`src/rtl/pipelined_shifter_pkg.sv`:
```
// -----------------------------------------------------------------------------
// shift_pkg
// Shared definitions for the pipelined barrel shifter:
//   - sh_op_e        : operation encoding carried with every beat
//   - SH_OP_W        : width of the operation field
//   - is_reserved_op : flags encodings 5..7, which pass data through unshifted
// -----------------------------------------------------------------------------
package shift_pkg;

    localparam int SH_OP_W = 3;

    typedef enum logic [SH_OP_W-1:0] {
        SH_ROL = 3'd0,
        SH_SLL = 3'd1,
        SH_SRA = 3'd2,
        SH_SRL = 3'd3,
        SH_ROR = 3'd4
    } sh_op_e;

    // Any encoding above SH_ROR has no defined shift and is reported as an error.
    function automatic logic is_reserved_op(input logic [SH_OP_W-1:0] op);
        return (op > 3'd4);
    endfunction

endpackage : shift_pkg

```
`src/rtl/pipelined_shifter_if.sv`:
```
// -----------------------------------------------------------------------------
// pipelined_shifter_if
// Groups both valid/ready handshakes of the pipelined shifter.
//   Producer side : in_valid, in_ready, in_op, in_data, in_amt, in_tag
//   Consumer side : out_valid, out_ready, out_data, out_tag, out_err
// Modports:
//   master : the environment (drives operands, consumes results)
//   slave  : the shifter itself
// -----------------------------------------------------------------------------
interface pipelined_shifter_if
    import shift_pkg::*;
#(
    parameter int WIDTH = 16,
    parameter int TAG_W = 4
);
    localparam int STAGES = $clog2(WIDTH);

    logic                in_valid;
    logic                in_ready;
    logic [SH_OP_W-1:0]  in_op;
    logic [WIDTH-1:0]    in_data;
    logic [STAGES-1:0]   in_amt;
    logic [TAG_W-1:0]    in_tag;

    logic                out_valid;
    logic                out_ready;
    logic [WIDTH-1:0]    out_data;
    logic [TAG_W-1:0]    out_tag;
    logic                out_err;

    modport master (
        output in_valid, in_op, in_data, in_amt, in_tag, out_ready,
        input  in_ready, out_valid, out_data, out_tag, out_err
    );

    modport slave (
        input  in_valid, in_op, in_data, in_amt, in_tag, out_ready,
        output in_ready, out_valid, out_data, out_tag, out_err
    );

endinterface : pipelined_shifter_if

```
`src/rtl/pipelined_shifter_stage.sv`:
```
// -----------------------------------------------------------------------------
// shift_stage
// Purely combinational single-distance shifter: when i_en is set the data is
// moved by DIST positions in the direction implied by i_op, otherwise it
// passes through untouched.
// Ports:
//   i_en   : apply the shift at this stage (amount bit set, op not reserved)
//   i_op   : operation (shift_pkg::sh_op_e encoding)
//   i_sign : sign bit captured at acceptance, used as SRA fill
//   i_data : stage input data
//   o_data : stage output data
// -----------------------------------------------------------------------------
module shift_stage
    import shift_pkg::*;
#(
    parameter int WIDTH = 16,
    parameter int DIST  = 1
)
(
    input  logic                i_en,
    input  logic [SH_OP_W-1:0]  i_op,
    input  logic                i_sign,
    input  logic [WIDTH-1:0]    i_data,
    output logic [WIDTH-1:0]    o_data
);

    logic [WIDTH-1:0] w_rol;
    logic [WIDTH-1:0] w_sll;
    logic [WIDTH-1:0] w_ror;
    logic [WIDTH-1:0] w_srl;
    logic [WIDTH-1:0] w_sra;

    // Left moves differ only in what fills the vacated LSBs.
    assign w_rol = {i_data[WIDTH-DIST-1:0], i_data[WIDTH-1:WIDTH-DIST]};
    assign w_sll = {i_data[WIDTH-DIST-1:0], {DIST{1'b0}}};

    // Right moves differ only in what fills the vacated MSBs. SRA uses the
    // sign captured at acceptance, not the current MSB, because earlier
    // stages may already have replaced it.
    assign w_ror = {i_data[DIST-1:0], i_data[WIDTH-1:DIST]};
    assign w_srl = {{DIST{1'b0}}, i_data[WIDTH-1:DIST]};
    assign w_sra = {{DIST{i_sign}}, i_data[WIDTH-1:DIST]};

    // Select the shifted variant for this op, or pass through when disabled.
    always_comb begin
        o_data = i_data;
        if (i_en) begin
            case (i_op)
                SH_ROL:  o_data = w_rol;
                SH_SLL:  o_data = w_sll;
                SH_SRA:  o_data = w_sra;
                SH_SRL:  o_data = w_srl;
                SH_ROR:  o_data = w_ror;
                default: o_data = i_data;
            endcase
        end else begin
            o_data = i_data;
        end
    end

endmodule : shift_stage

```
`src/rtl/pipelined_shifter.sv`:
```
// -----------------------------------------------------------------------------
// pipelined_shifter
// Pipelined barrel shifter with log2(WIDTH) registered stages. Stage k moves
// the data by 2^k when amount bit k is set. Op, amount, tag, sign and the
// reserved-op flag travel down the pipe alongside the data.
// Ports:
//   clk   : clock, rising edge
//   rst_n : asynchronous active-low reset, clears every stage
//   flush : synchronous flush, kills all in-flight beats (wins over stall)
//   bus   : pipelined_shifter_if.slave, producer and consumer handshakes
// Latency is STAGES cycles from acceptance to out_valid; one beat per cycle
// when the consumer is ready. When the output is stalled the whole pipe,
// bubbles included, holds.
// -----------------------------------------------------------------------------
module pipelined_shifter
    import shift_pkg::*;
#(
    parameter int WIDTH = 16,
    parameter int TAG_W = 4
)
(
    input  logic                 clk,
    input  logic                 rst_n,
    input  logic                 flush,
    pipelined_shifter_if.slave   bus
);

    localparam int STAGES = $clog2(WIDTH);

    // Pipeline registers behind every stage. Op, amount and sign are only
    // needed by a later stage, so the last stage does not keep them.
    logic [STAGES-1:0]   r_valid;
    logic [STAGES-1:0]   r_err;
    logic [WIDTH-1:0]    r_data [STAGES];
    logic [TAG_W-1:0]    r_tag  [STAGES];
    logic [SH_OP_W-1:0]  r_op   [STAGES-1];
    logic [STAGES-1:0]   r_amt  [STAGES-1];
    logic [STAGES-2:0]   r_sign;

    // Combinational view of what each stage sees and produces.
    logic [STAGES-1:0]   w_st_valid;
    logic [STAGES-1:0]   w_st_err;
    logic [STAGES-1:0]   w_st_sign;
    logic [STAGES-1:0]   w_st_en;
    logic [WIDTH-1:0]    w_st_din  [STAGES];
    logic [WIDTH-1:0]    w_st_dout [STAGES];
    logic [TAG_W-1:0]    w_st_tag  [STAGES];
    logic [SH_OP_W-1:0]  w_st_op   [STAGES];
    logic [STAGES-1:0]   w_st_amt  [STAGES];

    logic                w_stall;

    // A full output that the consumer refuses freezes the entire pipe.
    assign w_stall      = r_valid[STAGES-1] & ~bus.out_ready;
    assign bus.in_ready = ~w_stall;

    genvar k;
    generate
        for (k = 0; k < STAGES; k++) begin : g_stage
            if (k == 0) begin : g_head
                // The head stage is fed straight from the producer. The sign
                // is captured here so SRA fills correctly at every distance.
                assign w_st_valid[0] = bus.in_valid;
                assign w_st_din[0]   = bus.in_data;
                assign w_st_tag[0]   = bus.in_tag;
                assign w_st_op[0]    = bus.in_op;
                assign w_st_amt[0]   = bus.in_amt;
                assign w_st_sign[0]  = bus.in_data[WIDTH-1];
                assign w_st_err[0]   = is_reserved_op(bus.in_op);
            end else begin : g_body
                assign w_st_valid[k] = r_valid[k-1];
                assign w_st_din[k]   = r_data[k-1];
                assign w_st_tag[k]   = r_tag[k-1];
                assign w_st_op[k]    = r_op[k-1];
                assign w_st_amt[k]   = r_amt[k-1];
                assign w_st_sign[k]  = r_sign[k-1];
                assign w_st_err[k]   = r_err[k-1];
            end

            // Reserved ops never shift, whatever the amount says.
            assign w_st_en[k] = w_st_amt[k][k] & ~w_st_err[k];

            shift_stage #(
                .WIDTH (WIDTH),
                .DIST  (1 << k)
            ) u_shift_stage (
                .i_en   (w_st_en[k]),
                .i_op   (w_st_op[k]),
                .i_sign (w_st_sign[k]),
                .i_data (w_st_din[k]),
                .o_data (w_st_dout[k])
            );
        end
    endgenerate

    // Pipeline advance: reset clears everything, flush kills valids, stall
    // holds. Payload only loads behind a real beat so that a bubble never
    // disturbs the last value seen on the outputs.
    always_ff @(posedge clk or negedge rst_n) begin
        if (!rst_n) begin
            r_valid <= '0;
            r_err   <= '0;
            r_sign  <= '0;
            for (int i = 0; i < STAGES; i++) begin
                r_data[i] <= '0;
                r_tag[i]  <= '0;
            end
            for (int i = 0; i < STAGES - 1; i++) begin
                r_op[i]  <= '0;
                r_amt[i] <= '0;
            end
        end else if (flush) begin
            r_valid <= '0;
        end else if (!w_stall) begin
            for (int i = 0; i < STAGES; i++) begin
                r_valid[i] <= w_st_valid[i];
                if (w_st_valid[i]) begin
                    r_data[i] <= w_st_dout[i];
                    r_tag[i]  <= w_st_tag[i];
                    r_err[i]  <= w_st_err[i];
                end
            end
            for (int i = 0; i < STAGES - 1; i++) begin
                if (w_st_valid[i]) begin
                    r_op[i]   <= w_st_op[i];
                    r_amt[i]  <= w_st_amt[i];
                    r_sign[i] <= w_st_sign[i];
                end
            end
        end
    end

    assign bus.out_valid = r_valid[STAGES-1];
    assign bus.out_data  = r_data[STAGES-1];
    assign bus.out_tag   = r_tag[STAGES-1];
    assign bus.out_err   = r_err[STAGES-1];

endmodule : pipelined_shifter
```
`src/flat_wrapper.sv`:
```
// flat-port wrapper written by rule: the top's interface ports become plain ports
module pipelined_shifter_flat import shift_pkg::*;
#(
    parameter int WIDTH = 16,
    parameter int TAG_W = 4
)
  (clk, rst_n, flush, bus_in_valid, bus_in_op, bus_in_data, bus_in_amt, bus_in_tag, bus_out_ready, bus_in_ready, bus_out_valid, bus_out_data, bus_out_tag, bus_out_err);
  pipelined_shifter_if #(.WIDTH(WIDTH), .TAG_W(TAG_W)) bus_i ();
  input  logic clk;
  input  logic rst_n;
  input  logic flush;
  input wire logic [$bits(bus_i.in_valid)-1:0] bus_in_valid;
  input wire logic [$bits(bus_i.in_op)-1:0] bus_in_op;
  input wire logic [$bits(bus_i.in_data)-1:0] bus_in_data;
  input wire logic [$bits(bus_i.in_amt)-1:0] bus_in_amt;
  input wire logic [$bits(bus_i.in_tag)-1:0] bus_in_tag;
  input wire logic [$bits(bus_i.out_ready)-1:0] bus_out_ready;
  output wire logic [$bits(bus_i.in_ready)-1:0] bus_in_ready;
  output wire logic [$bits(bus_i.out_valid)-1:0] bus_out_valid;
  output wire logic [$bits(bus_i.out_data)-1:0] bus_out_data;
  output wire logic [$bits(bus_i.out_tag)-1:0] bus_out_tag;
  output wire logic [$bits(bus_i.out_err)-1:0] bus_out_err;
  assign bus_i.in_valid = bus_in_valid;
  assign bus_i.in_op = bus_in_op;
  assign bus_i.in_data = bus_in_data;
  assign bus_i.in_amt = bus_in_amt;
  assign bus_i.in_tag = bus_in_tag;
  assign bus_i.out_ready = bus_out_ready;
  assign bus_in_ready = bus_i.in_ready;
  assign bus_out_valid = bus_i.out_valid;
  assign bus_out_data = bus_i.out_data;
  assign bus_out_tag = bus_i.out_tag;
  assign bus_out_err = bus_i.out_err;
  pipelined_shifter #(.WIDTH(WIDTH), .TAG_W(TAG_W)) u_core (.clk(clk), .rst_n(rst_n), .flush(flush), .bus(bus_i));
endmodule
```
`config.mk`:
```
export PLATFORM = sky130hd
export DESIGN_NAME = pipelined_shifter_flat
export DESIGN_NICKNAME = d
export VERILOG_FILES = /design/src/rtl/pipelined_shifter_pkg.sv /design/src/rtl/pipelined_shifter_if.sv /design/src/rtl/pipelined_shifter_stage.sv /design/src/rtl/pipelined_shifter.sv /design/src/flat_wrapper.sv
export SDC_FILE = /design/constraint.sdc
export NUM_CORES = 1
export LEC_CHECK = 0
export CORE_MARGIN = 10
export CORE_UTILIZATION = 58
export CTS_CLUSTER_SIZE = 28
export DETAILED_ROUTE_END_ITERATION = 10
export GPL_TIMING_DRIVEN = 0
export HOLD_SLACK_MARGIN = 0.1
export PLACE_DENSITY_LB_ADDON = 0.15
export SLEW_MARGIN = 10
export SYNTH_ARGS = -nofsm -noshare
export SYNTH_HDL_FRONTEND = slang
export SYNTH_SLANG_ARGS = --single-unit
```
`constraint.sdc`:
```
create_clock -name clk -period 4.1 [get_ports clk]
set_clock_uncertainty 0.1 [all_clocks]
set_input_delay 0.615 -clock clk [delete_from_list [all_inputs] [get_ports clk]]
set_output_delay 0.615 -clock clk [all_outputs]
set_load 0.005 [all_outputs]
```
==> flow_summary.toml, run 1 <==
[logic_synthesis]
synth_top_area_share = 0.470
synth.area.top_cells = "dfrtp_1 47%, nand2_1 7.9%, o21ai_0 6.2%, nor2_1 3.4%, o22ai_1 2.9%"
post-synth-top-area-cell = "dfrtp_1"
synthCells = 628
syn_nets = 660
synth_warnings = 0
avgSynthCellArea_sq_um = 8.99
ys.flop_type = "dfrtp_1"
async_flop_share = 1.00
yosysSeqAreaShare = 0.470
synth_edf_count = 0
synth_area_sq_um = 5650
yosysUniqueCellTypes = 50
ys_ff_latch = 106

[detailed_routing]
drtAntennaViolNets = 0
first_pass_iters = 5
wl_microns = 15100
vias_per_cell = 6.14
wl_per_cell_microns = 18.2
dr.first_iter.drc_count = 626
vias = 5072
drc = 0

[place]
dpl_cell_area_sq_um = 6350
io_buffers = 52
dpl.cell_count = 810
hpwl_microns = 11400
gp_congestion = 0.934

[grt]
grt_max_degree = 63
grt_pass1_wl_microns = 25200
antenna_found_initial = 0
gr-total-overflow = 0
grt_pass1_vias = 5226
grt.total_usage = 0.213

[critical_path]
startpoint_type = "input port"
cp_slowest_stage_delay_ns = 0.51
reg2reg_from = "u_core.r_valid[3]"
critical_path_class = "input port to primary output"
crit_fanout = 10
path_buf_inv = 5
path_cells = "clkdlybuf4s50_1 -> nor2b_2 -> buf_6 -> inv_2 -> buf_6 -> clkdlybuf4s50_1"
worstReg2RegEnd = "u_core.r_data[31]"
cp-end-kind = "primary output"
reg2reg_slack_ns = 2.22
reg2reg_depth = 6
cp_top_family = "buffers and inverters"
slowest_stage = "clkdlybuf4s50_1"
crit_required_ns = 3.38
cp.arrival_ns = 1.98

[timing]
rsz0062_at_grt = "no"
max_freq_mhz = 371
fin_crit_sh = 0.658
worst_pin_slew_ns = 0.635
fin_crit_ns = 2.70
setup_violations = 0
fin_tns_setup_ns = 0
drv_slew = 0
hold_violations = 0
maxSlewHeadroom = 0.577

[pwr]
ir_worst_vdd_v = 0.000211
power_mw = 3.24
power.density_nw_per_um2 = 494
leakagePower_nw = 2.87

[floorplanning]
ios = 55
die_area_sq_um = 14100
die_w_microns = 119
die_height_microns = 119
coreArea_sq_um = 9370
initial_core_util = 0.603
rows = 35

[layout]
instances_no_fill = 826
most-common-layout-cells = "119 x nand2_1, 106 x dfrtp_1, 70 x o21ai_0"
fin_nets = 724
drive_gt1_frac = 0.119
fin_util = 0.699
antenna_cells = 0
final_area_sq_um = 6560
mostFrequentLayoutCell = "nand2_1"
syn2layout_area_growth_pct = 16.1

[clocking]
clk_latency_ns = 0.37
htreeDepth = 3
cts_tree = "done"
clk_pin_slew_ns = 0.10
clock_path_buffers = 2
cts_root_buf = "clkbuf_8"
cts_setup_buffers = 0
post_cts_resized = 0
ctsHoldBuffers = 0
cts_buffers = 9
clock_sinks = 106

[job]
drv_cap = 0

[min_path]
hold_path_class = "input port to async pin"

[outcome]
status = "finished, final reports clean"
[kinds of logic (layout without fill, tap and decap cells)]
logic type / Yosys count / after routing / synth area share
compound gates: 214 / 214 / 0.261
simple gates: 232 / 232 / 0.183
flops: 106 / 106 / 0.470
mux: 15 / 15 / 0.0281
buf+inv: 61 / 130 / 0.0583
[metrics by stage]
stage,hold WS [ns],setup WS [ns]
global route,0.162,1.35
floorplan,0.219,2.25
finish,0.127,1.40
CTS,0.146,1.40
detailed placement,0.358,1.41
global placement,0.352,-1.42
[cells in the mapped netlist, drive strengths merged, types with 10 or more instances]
library cell,instances
o221ai,12
o221a,12
nor3,11
clkbuf,22
nor2,53
a21oi,27
nand2b,10
o21ai,71
dfrtp,106
o311a,14
nand2,119
a2bb2oi,10
nand4,10
nor2b,16
buf,33
o22ai,26
[routing by layer]
metal  part of all wire  track usage  wire (microns)  vias to the layer above
met4              0.037        0.108             550                        0
met2               0.49        0.363            7440                      195
met5                  0            0               0                        -
met3              0.052       0.0481             777                       44
li1                   -            -               -                     2400
met1               0.42        0.246            6290                     2433
[power breakdown]
| part | internal (mW) | switching, mW | leakage (nW) | total [mW] |
|---|---|---|---|---|
| logic | 0.512 | 0.479 | 1.48 | 0.991 |
| clock network | 0.288 | 0.364 | 0.0966 | 0.652 |
| registers | 1.31 | 0.281 | 1.30 | 1.59 |
| total | 2.11 | 1.12 | 2.87 | 3.24 |
[worst reg2reg max path, stage by stage, from the launching register on]
cell	delay, ns
dfrtp_1	0.39
nor2b_2	0.15
buf_6	0.14
nor2_1	0.30
clkbuf_1	0.43
o22ai_1	0.16
a21oi_1	0.14
[worst max path at each step]
stage / from / cells past startpoint / slack (ns) / endpoint
2_1_floorplan: bus_out_ready / 8 / 2.25 / u_core.r_data[49]
3_3_place_gp: rst_n / 1 / -1.42 / u_core.r_data[55]
3_5_place_dp: bus_out_ready / 6 / 1.41 / bus_in_ready
4_1_cts: bus_out_ready / 6 / 1.40 / bus_in_ready
5_1_grt: bus_out_ready / 6 / 1.35 / bus_in_ready
6_report: bus_out_ready / 6 / 1.40 / bus_in_ready
[state kept, by name, summed over array words and instances (netlist names)]
signal               flops
u_core.bus.out_data     16
u_core.r_data           48
u_core.r_err             4
u_core.r_amt             6
u_core.r_op              9
u_core.bus.out_tag       4
u_core.r_tag            12
u_core.r_valid           4
u_core.r_sign            3
[cell type report]
| type | instances | area, sq um |
|---|---|---|
| multi-input combinational | 461 | 2670 |
| buffer | 55 | 307 |
| tap | 129 | 161 |
| timing repair buffer | 53 | 546 |
| inverter | 6 | 22.5 |
| clock buffer | 9 | 124 |
| clock inverter | 7 | 76.3 |
| fill | 778 | 2820 |
| sequential | 106 | 2650 |
(Power assumes the default switching activity.)
==> inputs of run 2 (changes only) <==
==> constraint.sdc (replaced) <==
create_clock -name clk -period 2.5 [get_ports clk]
set_clock_uncertainty 0.1 [all_clocks]
set_input_delay 0.375 -clock clk [delete_from_list [all_inputs] [get_ports clk]]
set_output_delay 0.375 -clock clk [all_outputs]
set_load 0.005 [all_outputs]
==> run 2 against run 1 <==
Cell count rose by 0.12%. Critical path type is now flip-flop to primary output. Sequential power rose by 65%. Flip-flop and latch count did not move. Critical path depth fell by 1. Largest cell class unchanged.
==> flow_summary.toml, run 2 (synthesis results as in run 1) <==
[grt]
grt_pass1_wl_microns = 25300
antenna_found_initial = 0
grt.total_usage = 0.214
gr-total-overflow = 0
grt_pass1_vias = 5236
grt_max_degree = 63

[pwr]
ir_worst_vdd_v = 0.000345
leakagePower_nw = 2.88
power.density_nw_per_um2 = 810
power_mw = 5.32

[clocking]
clk_latency_ns = 0.38
clk_pin_slew_ns = 0.10
cts_tree = "done"
htreeDepth = 3
clock_path_buffers = 2
post_cts_resized = 0
cts_root_buf = "clkbuf_8"
clock_sinks = 106
cts_buffers = 9

[critical_path]
reg2reg_slack_ns = 0.64
crit_fanout = 10
crit_required_ns = 2.03
cp_slowest_stage_delay_ns = 0.52
cp_top_family = "buffers and inverters"
cp.arrival_ns = 1.77
slowest_stage = "clkdlybuf4s50_1"
path_cells = "nor2b_2 -> buf_6 -> inv_2 -> buf_6 -> clkdlybuf4s50_1"
reg2reg_from = "u_core.r_valid[3]"
critical_path_class = "flip-flop to primary output"
cp-end-kind = "primary output"
startpoint_type = "flip-flop"
path_buf_inv = 4
worstReg2RegEnd = "u_core.r_data[31]"
reg2reg_depth = 6
crit_path_frequent_cell = "buf_6"

[timing]
drv_slew = 0
fin_crit_ns = 2.24
fin_tns_setup_ns = 0
fin_crit_sh = 0.898
worst_pin_slew_ns = 0.613
setup_violations = 0
maxSlewHeadroom = 0.590
hold_violations = 0
max_freq_mhz = 446
rsz0062_at_grt = "no"

[layout]
syn2layout_area_growth_pct = 16.2
mostFrequentLayoutCell = "nand2_1"
fin_util = 0.701
final_area_sq_um = 6570
most-common-layout-cells = "119 x nand2_1, 106 x dfrtp_1, 70 x o21ai_0"
fin_nets = 725
top_register = "u_core.r_data"
largest_reg_flops = 48
antenna_cells = 0
drive_gt1_frac = 0.119

[min_path]
hold_depth = 3
min_to = "u_core.r_data[60]"
min_from = "bus_in_amt[0]"
hold_path_class = "input port to flip-flop"

[detailed_routing]
first_pass_iters = 5
wl_microns = 15200
drtAntennaViolNets = 0
vias = 5100
dr.first_iter.drc_count = 646
vias_per_cell = 6.17
drc = 0
wl_per_cell_microns = 18.3

[place]
hpwl_microns = 11400
gp_congestion = 0.934
io_buffers = 52
dpl_cell_area_sq_um = 6350

[job]
drv_cap = 0

[floorplanning]
die_w_microns = 119
ios = 55
initial_core_util = 0.603
coreArea_sq_um = 9370
die_height_microns = 119
rows = 35
die_area_sq_um = 14100

[outcome]
status = "finished, final reports clean"
## run 2: how the worst max path moves through the flow
| stage | startpoint | to | slack (ns) | cells past startpoint |
|---|---|---|---|---|
| after floorplan | u_core.r_valid[3] | u_core.r_data[60] | 0.88 | 9 |
| after global placement | rst_n | u_core.r_data[54] | -2.78 | 1 |
| after detailed placement | flush | u_core.r_data[36] | 0.15 | 6 |
| after CTS | u_core.r_valid[3] | bus_in_ready | 0.24 | 5 |
| after global routing | u_core.r_valid[3] | bus_in_ready | 0.19 | 5 |
| final | u_core.r_valid[3] | bus_in_ready | 0.26 | 5 |
## run 2: area by class of cell
class / count / area, sq um
Multi-Input combinational cell: 461 / 2670
Sequential cell: 106 / 2650
Inverter: 6 / 22.5
Tap cell: 129 / 161
Fill cell: 777 / 2810
Clock inverter: 7 / 76.3
Clock buffer: 9 / 124
Timing Repair Buffer: 54 / 556
Buffer: 55 / 307
## run 2: metrics by stage
stage / setup slack [ns] / std cells / hold slack, ns
finish: 0.255 / 827 / 0.360
global route: 0.186 / 827 / 0.367
CTS: 0.243 / 827 / 0.344
detailed placement: 0.154 / 810 / 0.313
global placement: -2.78 / 809 / 0.352
floorplan: 0.881 / 628 / -0.0206
## run 2: per-layer routing
| metal | global-route usage | wire (microns) | vias up |
|---|---|---|---|
| li1 | - | - | 2402 |
| met3 | 0.0476 | 893 | 45 |
| met1 | 0.247 | 6310 | 2432 |
| met2 | 0.364 | 7450 | 221 |
| met4 | 0.108 | 503 | 0 |
| met5 | 0 | 0 | - |
## run 2: worst min-delay path: cells and delay by family
kind | cells | cell delay (ns)
compound gates | 2 | 0.25
buf+inv | 1 | 0.17
## run 2: power breakdown
group	internal, mW	switching (mW)	total, mW	leakage, nW
clock network	0.472	0.600	1.07	0.0966
logic	0.841	0.788	1.63	1.48
registers	2.15	0.464	2.62	1.30
## run 2: what timing repair did
item | 4_1_cts | 5_1_grt
endpoints found under the setup margin | 0 | 0
hold buffers | 1 | 0
buffers inserted | 0 | 0
endpoints found under the hold margin | 44 | 0
